<file path="src/rtl/dense_engine_arbiter_if.sv">
// Handshake bundle between the requesters / dense engine and the arbiter.
//   req         level request per requester
//   grant       one-hot grant, high from START through WAIT
//   sel         current or last winner, drives the engine input mux
//   eng_start   one-cycle start strobe to the engine
//   eng_done    engine completion pulse
//   req_done    one-cycle completion pulse to the winner
//   busy        arbiter not idle
//   timeout_err sticky watchdog flag
//   err_clr     synchronous clear of timeout_err
// The arbiter connects through the slave modport; the requester/engine side
// through the master modport.
interface dense_engine_arbiter_if #(
  parameter int NUM_REQ = 4,
  parameter int ID_W    = $clog2(NUM_REQ)
);
  logic [NUM_REQ-1:0] req;
  logic [NUM_REQ-1:0] grant;
  logic [ID_W-1:0]    sel;
  logic               eng_start;
  logic               eng_done;
  logic [NUM_REQ-1:0] req_done;
  logic               busy;
  logic               timeout_err;
  logic               err_clr;

  modport master (
    output req, eng_done, err_clr,
    input  grant, sel, eng_start, req_done, busy, timeout_err
  );

  modport slave (
    input  req, eng_done, err_clr,
    output grant, sel, eng_start, req_done, busy, timeout_err
  );
endinterface

</file>
<file path="src/rtl/dense_engine_arbiter.sv">
// Round-robin arbiter/sequencer sharing one dense-layer engine among
// NUM_REQ requesters, with a watchdog on every engine run.
// Ports:
//   clk    clock
//   rst_n  asynchronous active-low reset
//   bus    dense_engine_arbiter_if.slave (req/eng_done/err_clr in,
//          grant/sel/eng_start/req_done/busy/timeout_err out)
//
// state     | meaning
// ----------+--------------------------------------------------------
// S_IDLE    | waiting for any req; picks first set bit at/after ptr
// S_START   | eng_start high for this cycle; watchdog cleared
// S_WAIT    | engine running; watchdog counts up each cycle
// S_RELEASE | grant low; ptr advances past the last winner
module dense_engine_arbiter #(
  parameter int NUM_REQ        = 4,
  parameter int ID_W           = $clog2(NUM_REQ),
  parameter int TIMEOUT_CYCLES = 16384
) (
  input logic                  clk,
  input logic                  rst_n,
  dense_engine_arbiter_if.slave bus
);

  localparam int CNT_W = $clog2(TIMEOUT_CYCLES + 1);
  localparam int IW1   = ID_W + 1;

  typedef enum logic [1:0] {S_IDLE, S_START, S_WAIT, S_RELEASE} state_t;

  state_t             state;
  logic [ID_W-1:0]    ptr;
  logic [CNT_W-1:0]   cnt;

  logic [NUM_REQ-1:0] rot;
  logic [ID_W-1:0]    pick;
  logic               pick_vld;
  logic [IW1-1:0]     sum;
  logic [IW1-1:0]     sel_inc;
  logic [ID_W-1:0]    ptr_next;

  // Rotate req so bit 0 is the requester at ptr; the lowest set bit of the
  // rotated vector is the winner. Scanning downward lets the lowest offset
  // overwrite any higher one.
  always_comb begin
    rot      = NUM_REQ'({bus.req, bus.req} >> ptr);
    pick     = '0;
    pick_vld = 1'b0;
    sum      = '0;
    for (int i = NUM_REQ - 1; i >= 0; i--) begin
      if (rot[i]) begin
        sum = {1'b0, ptr} + IW1'(i);
        if (sum >= IW1'(NUM_REQ)) sum = sum - IW1'(NUM_REQ);
        pick     = sum[ID_W-1:0];
        pick_vld = 1'b1;
      end
    end
  end

  always_comb begin
    sel_inc  = {1'b0, bus.sel} + IW1'(1);
    ptr_next = (sel_inc >= IW1'(NUM_REQ)) ? '0 : sel_inc[ID_W-1:0];
  end

  always_ff @(posedge clk or negedge rst_n) begin
    if (!rst_n) begin
      state           <= S_IDLE;
      ptr             <= '0;
      cnt             <= '0;
      bus.grant       <= '0;
      bus.sel         <= '0;
      bus.eng_start   <= 1'b0;
      bus.req_done    <= '0;
      bus.busy        <= 1'b0;
      bus.timeout_err <= 1'b0;
    end else begin
      bus.eng_start <= 1'b0;
      bus.req_done  <= '0;
      // A timeout set below overrides this clear on the same cycle.
      if (bus.err_clr) bus.timeout_err <= 1'b0;

      case (state)
        S_IDLE: begin
          if (pick_vld) begin
            bus.grant     <= NUM_REQ'(1) << pick;
            bus.sel       <= pick;
            bus.eng_start <= 1'b1;
            bus.busy      <= 1'b1;
            state         <= S_START;
          end
        end
        S_START: begin
          cnt   <= '0;
          state <= S_WAIT;
        end
        S_WAIT: begin
          cnt <= cnt + 1'b1;
          // eng_done has priority over an expiry on the same cycle.
          if (bus.eng_done) begin
            bus.req_done <= NUM_REQ'(1) << bus.sel;
            bus.grant    <= '0;
            state        <= S_RELEASE;
          end else if (cnt == CNT_W'(TIMEOUT_CYCLES - 1)) begin
            bus.timeout_err <= 1'b1;
            bus.grant       <= '0;
            state           <= S_RELEASE;
          end
        end
        S_RELEASE: begin
          ptr      <= ptr_next;
          bus.busy <= 1'b0;
          state    <= S_IDLE;
        end
        default: state <= S_IDLE;
      endcase
    end
  end

endmodule

</file>
<file path="src/flat_wrapper.sv">
// flat-port wrapper written by rule: the top's interface ports become plain ports
module dense_engine_arbiter_flat 
#(
  parameter int NUM_REQ        = 4,
  parameter int ID_W           = $clog2(NUM_REQ),
  parameter int TIMEOUT_CYCLES = 16384
)
  (clk, rst_n, bus_req, bus_eng_done, bus_err_clr, bus_grant, bus_sel, bus_eng_start, bus_req_done, bus_busy, bus_timeout_err);
  dense_engine_arbiter_if #(.NUM_REQ(NUM_REQ), .ID_W(ID_W)) bus_i ();
  input logic clk;
  input logic rst_n;
  input wire logic [$bits(bus_i.req)-1:0] bus_req;
  input wire logic [$bits(bus_i.eng_done)-1:0] bus_eng_done;
  input wire logic [$bits(bus_i.err_clr)-1:0] bus_err_clr;
  output wire logic [$bits(bus_i.grant)-1:0] bus_grant;
  output wire logic [$bits(bus_i.sel)-1:0] bus_sel;
  output wire logic [$bits(bus_i.eng_start)-1:0] bus_eng_start;
  output wire logic [$bits(bus_i.req_done)-1:0] bus_req_done;
  output wire logic [$bits(bus_i.busy)-1:0] bus_busy;
  output wire logic [$bits(bus_i.timeout_err)-1:0] bus_timeout_err;
  assign bus_i.req = bus_req;
  assign bus_i.eng_done = bus_eng_done;
  assign bus_i.err_clr = bus_err_clr;
  assign bus_grant = bus_i.grant;
  assign bus_sel = bus_i.sel;
  assign bus_eng_start = bus_i.eng_start;
  assign bus_req_done = bus_i.req_done;
  assign bus_busy = bus_i.busy;
  assign bus_timeout_err = bus_i.timeout_err;
  dense_engine_arbiter #(.NUM_REQ(NUM_REQ), .ID_W(ID_W), .TIMEOUT_CYCLES(TIMEOUT_CYCLES)) u_core (.clk(clk), .rst_n(rst_n), .bus(bus_i));
endmodule
</file>
<file path="config.mk">
export PLATFORM = sky130hd
export DESIGN_NAME = dense_engine_arbiter_flat
export DESIGN_NICKNAME = d
export VERILOG_FILES = /design/src/rtl/dense_engine_arbiter_if.sv /design/src/rtl/dense_engine_arbiter.sv /design/src/flat_wrapper.sv
export SDC_FILE = /design/constraint.sdc
export NUM_CORES = 1
export LEC_CHECK = 0
export CAP_MARGIN = 10
export CORE_UTILIZATION = 35
export CTS_CLUSTER_SIZE = 16
export DETAILED_ROUTE_END_ITERATION = 8
export GPL_TIMING_DRIVEN = 1
export SLEW_MARGIN = 5
export SYNTH_ARGS = -nofsm -noshare
export SYNTH_HDL_FRONTEND = slang
export SYNTH_SLANG_ARGS = --single-unit
</file>
<file path="constraint.sdc">
create_clock -name clk -period 2 [get_ports clk]
set_input_delay 0.3 -clock clk [delete_from_list [all_inputs] [get_ports clk]]
set_output_delay 0.3 -clock clk [all_outputs]
set_load 0.03 [all_outputs]
</file>
## After elaboration in Yosys (flattened, before gate mapping)

Index checks and enable logic that the tools add are counted.

- $add $sub $neg: 9
- Magnitude comparators: 5
- Equality and inequality tests: 6
- Shift-type cells: 3
- Mux-type cells: 32
- Reduce and logical (&&, ||, !) cells: 8

Operators with widths:

| operator | count |
|---|---|
| $pmux W15 S2 | 1 |
| $mux W2 | 12 |
| $mux W4 | 5 |
| $add A15 B1 Y15 const B | 1 |
| $eq A15 B14 Y1 const B | 1 |
| $ge A3 B3 Y1 const B | 4 |
| $mux W1 | 11 |
| $pmux W2 S4 | 1 |
| $pmux W4 S2 | 1 |
| $shl A1 B2 Y4 const A | 2 |
| $shr A8 B2 Y4 | 1 |
| $sub A2 B1 Y2 const B | 4 |
| $add A2 B1 Y3 const B | 2 |
| $add A2 B2 Y3 const B | 2 |
| $reduce_and A2 Y1 | 3 |
| $reduce_bool A2 Y1 | 3 |
| $eq A2 B2 Y1 const B | 2 |
| $ge A2 B3 Y1 const B | 1 |
| $ne A3 B2 Y1 const B | 1 |
| $reduce_and A3 Y1 | 1 |
| $eq A2 B1 Y1 const B | 1 |
| $logic_not A2 Y1 | 1 |
| $ne A2 B1 Y1 const B | 1 |
| $pmux W1 S2 | 1 |

- Bits in registers: 32
- Input bits: 8
- Output and inout port bits: 13
- Word-level logic and storage cells: 72

## Logic depth before layout (Yosys ltp)

Gate-level depths: netlist of the first run.

- Word-level depth: 10
- Mapped depth: 7
- Depth with buffers taken out: 6

## Worst setup path before layout of the first run

OpenSTA, ideal clock, no wires.

- Path kind: flip-flop to flip-flop
- Start: register u_core.state[1]
- End: register u_core.cnt[8]
- Library setup time: 78 ps
- Data arrival time: 1769 ps
- Data required time: 1922 ps
- Slack: 153 ps
- Stages on the path, launching flop included: 7
- Buffers on the path: 1
- Period minus slack after synthesis: 1847 ps
- Cell sequence: dfrtp_1 -> inv_1 -> ha_1 -> clkbuf_1 -> nand4_1 -> or3_2 -> a21oi_1

- Longest elaborated chain between the ends: 2
- Elaborated cells on any way between the ends: 4
- Classes of those cells: eq/ne: 2; mux: 1; reduce/logical: 1

Ends and longest elaborated chain:

| what | line | text |
|---|---|---|
| from (decl) | dense_engine_arbiter.sv:30 | `state_t state;` |
| from (signal assigned) | dense_engine_arbiter.sv:66 | `state <= S_IDLE;` |
| from (signal assigned) | dense_engine_arbiter.sv:88 | `state <= S_START;` |
| from (signal assigned) | dense_engine_arbiter.sv:93 | `state <= S_WAIT;` |
| $eq A2 B2 Y1 / $eq A2 B1 Y1 (equally long branches) | dense_engine_arbiter.sv:81 | `case (state)` |
| $pmux W15 S2 / $reduce_bool A2 Y1 (equally long branches) | -- |  |
| to (signal assigned) | dense_engine_arbiter.sv:96 | `cnt <= cnt + 1'b1;` |
| to (decl) | dense_engine_arbiter.sv:32 | `logic [CNT_W-1:0] cnt;` |

Several ways; a longest one is shown, not always the timed one.
A chain may end at the register's enable or synchronous reset.

## Worst setup path after layout of the first run

- Start: register u_core.state[0]
- End: register u_core.cnt[11]

The elaborated chain is that of the path after synthesis.

==> impl_metrics.tcl, run 1 <==
set metrics [dict create \
    dpl.cell_count 235 \
    power.leakage_nw 0.911 \
    area_growth_pct 26.6 \
    start_kind "flop" \
    row_count 24 \
    drc 0 \
    crit_buf_inv 1 \
    routed.top_layer "met4" \
    drt-initial-drc-count 78 \
    placedInstanceArea_sq_um 1920 \
    fmax_mhz 527 \
    reg2regPathDepth 6 \
    rsz0062_at_grt "true" \
    routabilityCongestion 0.732 \
    core_sq_um 4380 \
    vias_per_cell 5.16 \
    ant_nets 0 \
    cts-htree-levels 2 \
    cp_slowest_cell "or4_4" \
    ir_drop_mv 0.705 \
    start_util_pct 36.7 \
    slowest_delay_ns 0.45 \
    synth.avg_cell_area_sq_um 10.1 \
    path_clk_slew_ns 0.07 \
    cap_violations 0 \
    grt_max_degree 33 \
    ios 21 \
    worstSetupPathType "reg2reg" \
    postCtsHoldBufs 0 \
    cp_cell_sequence "inv_1, ha_1, nand3_1, or4_4, or3_1, a21oi_1" \
    globalRoute.totalOverflow 0 \
    slew_violations 0 \
    fin_crit_sh_pct 94.9 \
    dpl.hpwl_um 2450 \
    insertion_delay_ns 0.28 \
    fin_ws_ns 0.101 \
    io_buffers 20 \
    grt_use_total_pct 14.9 \
    first_pass_iters 4 \
    outcome "finished, final reports clean" \
    wl_met3_um 113 \
    worstPathMaxFanout 4 \
    grt_pass1_wl_um 5790 \
    pre_cts_ws_ns 0.0358 \
    cts_buffers 5 \
    whs_ns 0.413 \
    netlist_area_sq_um 1610 \
    grt_antenna_before_repair 0 \
    layout_common_cells "dfrtp_1, clkdlybuf4s50_1, inv_1" \
    antenna_cells 0 \
    hold_violations 0 \
    ys_warn_count 0 \
    root_buffer "clkbuf_8" \
    die_w_um 69.8 \
    required_ns 2.21 \
    ys_seq_area_share_pct 49.7 \
    synthTopCellsByArea "dfrtp_1, ha_1, o21ai_0" \
    die-area_sq_um 4880 \
    synth-seq-cells 32 \
    cp-end-kind "flop" \
    slew_headroom_pct 72.4 \
    synth_top_cell_area_share_pct 49.7 \
    wl_met1_um 1620 \
    fin_nets 208 \
    drive_gt1_share_pct 12.0 \
    p_per_area_nw_per_um2 1340 \
    fin_setup_tns_ns 0 \
    final.min_clock_period_ns 1.90 \
    worstPathArrival_ns 2.11 \
    tightest_slew_ns 0.414 \
    yosysUniqueCellTypes 36 \
    die_h_um 69.8 \
    cts.sinks 32 \
    reg2reg_from "u_core.state[0]$_DFFE_PN0P_" \
    first_global_vias 1296 \
    routedWlPerCell_um 13.5 \
    syn_nets 176 \
    clock_skew_ns 0.00629 \
    crit_family "simple AND/OR/NAND/NOR gates" \
    synth_area_leader_cell "dfrtp_1" \
    fin_cells 244 \
    cts_tree "done" \
    routed-wl-met2_um 1530 \
    postSynthCellCount 159 \
    routed_wl_um 3290 \
    finish.instance_area_sq_um 2040 \
    hp-class "in2async" \
    via_count 1258 \
    setup_viol 0 \
    r2r_end "u_core.cnt[11]$_DFFE_PN0P_" \
    cts_buffer_depth 2 \
    final_common_cell "dfrtp_1" \
    reg2reg_slack_ns 0.10 \
]
-- metrics by stage --
step | utilization, % | power (mW)
after floorplan | - | 1.66
final | 46.5 | 2.73
after global routing | 46.5 | 2.93
after global placement | 43.7 | 2.07
after CTS | 46.2 | 2.74
after detailed placement | 43.7 | 2.12
-- cells by family after synthesis --
family | count (synthesis) | synth area share [%]
and+or+nand+nor | 56 | 19.0
AOI/OAI and AO/OA | 33 | 13.5
DFF | 32 | 49.7
xor gates and xnor gates | 7 | 3.81
adders and majority gates | 9 | 6.99
muxes | 4 | 2.72
buffers and inverters | 18 | 4.20
-- synth_stat cells (all sizes together) --
cell type  instances
a211o              1
o21a               1
clkbuf             3
mux2               3
nor2b              3
o21bai             1
nor2              11
nand2             13
nand4              4
o221ai             1
xnor2              6
and3               4
o22ai              2
a22oi              1
o211ai             1
a32o               4
nand4b             1
o21ba              1
nor3               2
a211oi             1
a21oi              5
a21o               2
xor2               1
or4                2
o21ai             12
nor4               5
nand3              5
nand2b             1
inv               15
mux2i              1
ha                 9
dfrtp             32
or3                5
-- layer usage --
layer  vias up  global-route usage, %
li1        624                      -
met1       611                   19.0
met2        19                   24.6
met3         4                   4.94
met4         0                   3.33
met5         -                      0
-- worst max-delay path by stage --
| stage | startpoint | cells past startpoint | endpoint | slack (ns) |
|---|---|---|---|---|
| floorplan | u_core.state[1]$_DFFE_PN0P_ | 6 | u_core.cnt[8]$_DFFE_PN0P_ | 0.15 |
| CTS | u_core.state[1]$_DFFE_PN0P_ | 6 | u_core.cnt[11]$_DFFE_PN0P_ | 0.08 |
| detailed placement | bus_req[3] | 5 | u_core.bus.grant[1]$_DFFE_PN0P_ | 0.04 |
| global route | u_core.state[0]$_DFFE_PN0P_ | 6 | u_core.cnt[12]$_DFFE_PN0P_ | -0.006 |
| finish | u_core.state[0]$_DFFE_PN0P_ | 6 | u_core.cnt[11]$_DFFE_PN0P_ | 0.10 |
| global placement | bus_req[3] | 5 | u_core.bus.grant[0]$_DFFE_PN0P_ | 0.1 |
-- flip-flops by register name, summed over array words and instances, names as in the netlist --
| register | cells |
|---|---|
| u_core.bus.timeout_err | 1 |
| u_core.bus.grant | 4 |
| u_core.bus.req_done | 4 |
| u_core.bus.eng_start | 1 |
| u_core.bus.sel | 2 |
| u_core.ptr | 2 |
| u_core.cnt | 15 |
| u_core.state | 2 |
| u_core.bus.busy | 1 |
-- report_power, final --
part           total [mW]  switching [mW]  internal [mW]
clock               0.600           0.231          0.369
combinational        1.21           0.698          0.516
sequential          0.916           0.119          0.798
total                2.73            1.05           1.68
-- area by class of cell --
class	count	area (sq um)
Fill cell	406	2350
Sequential cell	32	801
Inverter	15	56.3
Timing Repair Buffer	28	260
Clock inverter	2	35.0
Multi-Input combinational cell	109	748
Clock buffer	6	72.6
Tap cell	52	65.1
-- repair_timing --
action,in CTS,in global routing
setup endpoints to repair,0,3
resized for setup,0,1
buffers inserted,0,1
Note: power is estimated with default switching activity, not from simulation.
==> run 2: changes to the inputs <==
--- a/config.mk
+++ b/config.mk
@@ -6,11 +6,12 @@
 export NUM_CORES = 1
 export LEC_CHECK = 0
 export CAP_MARGIN = 10
+export CORE_MARGIN = 1
 export CORE_UTILIZATION = 35
 export CTS_CLUSTER_SIZE = 16
 export DETAILED_ROUTE_END_ITERATION = 8
 export GPL_TIMING_DRIVEN = 1
-export SLEW_MARGIN = 5
+export SLEW_MARGIN = 20
 export SYNTH_ARGS = -nofsm -noshare
 export SYNTH_HDL_FRONTEND = slang
 export SYNTH_SLANG_ARGS = --single-unit
==> results of run 2 <==
The final DEF is identical to that of run 1; final timing and power are the same.
==> run 3: changes to the inputs <==
--- a/config.mk
+++ b/config.mk
@@ -8,10 +8,10 @@
 export CAP_MARGIN = 10
 export CORE_MARGIN = 1
 export CORE_UTILIZATION = 35
+export CTS_CLUSTER_DIAMETER = 150
 export CTS_CLUSTER_SIZE = 16
 export DETAILED_ROUTE_END_ITERATION = 8
 export GPL_TIMING_DRIVEN = 1
-export SLEW_MARGIN = 20
 export SYNTH_ARGS = -nofsm -noshare
 export SYNTH_HDL_FRONTEND = slang
 export SYNTH_SLANG_ARGS = --single-unit
==> results of run 3 <==
The final DEF is identical to that of run 1; final timing and power are the same.
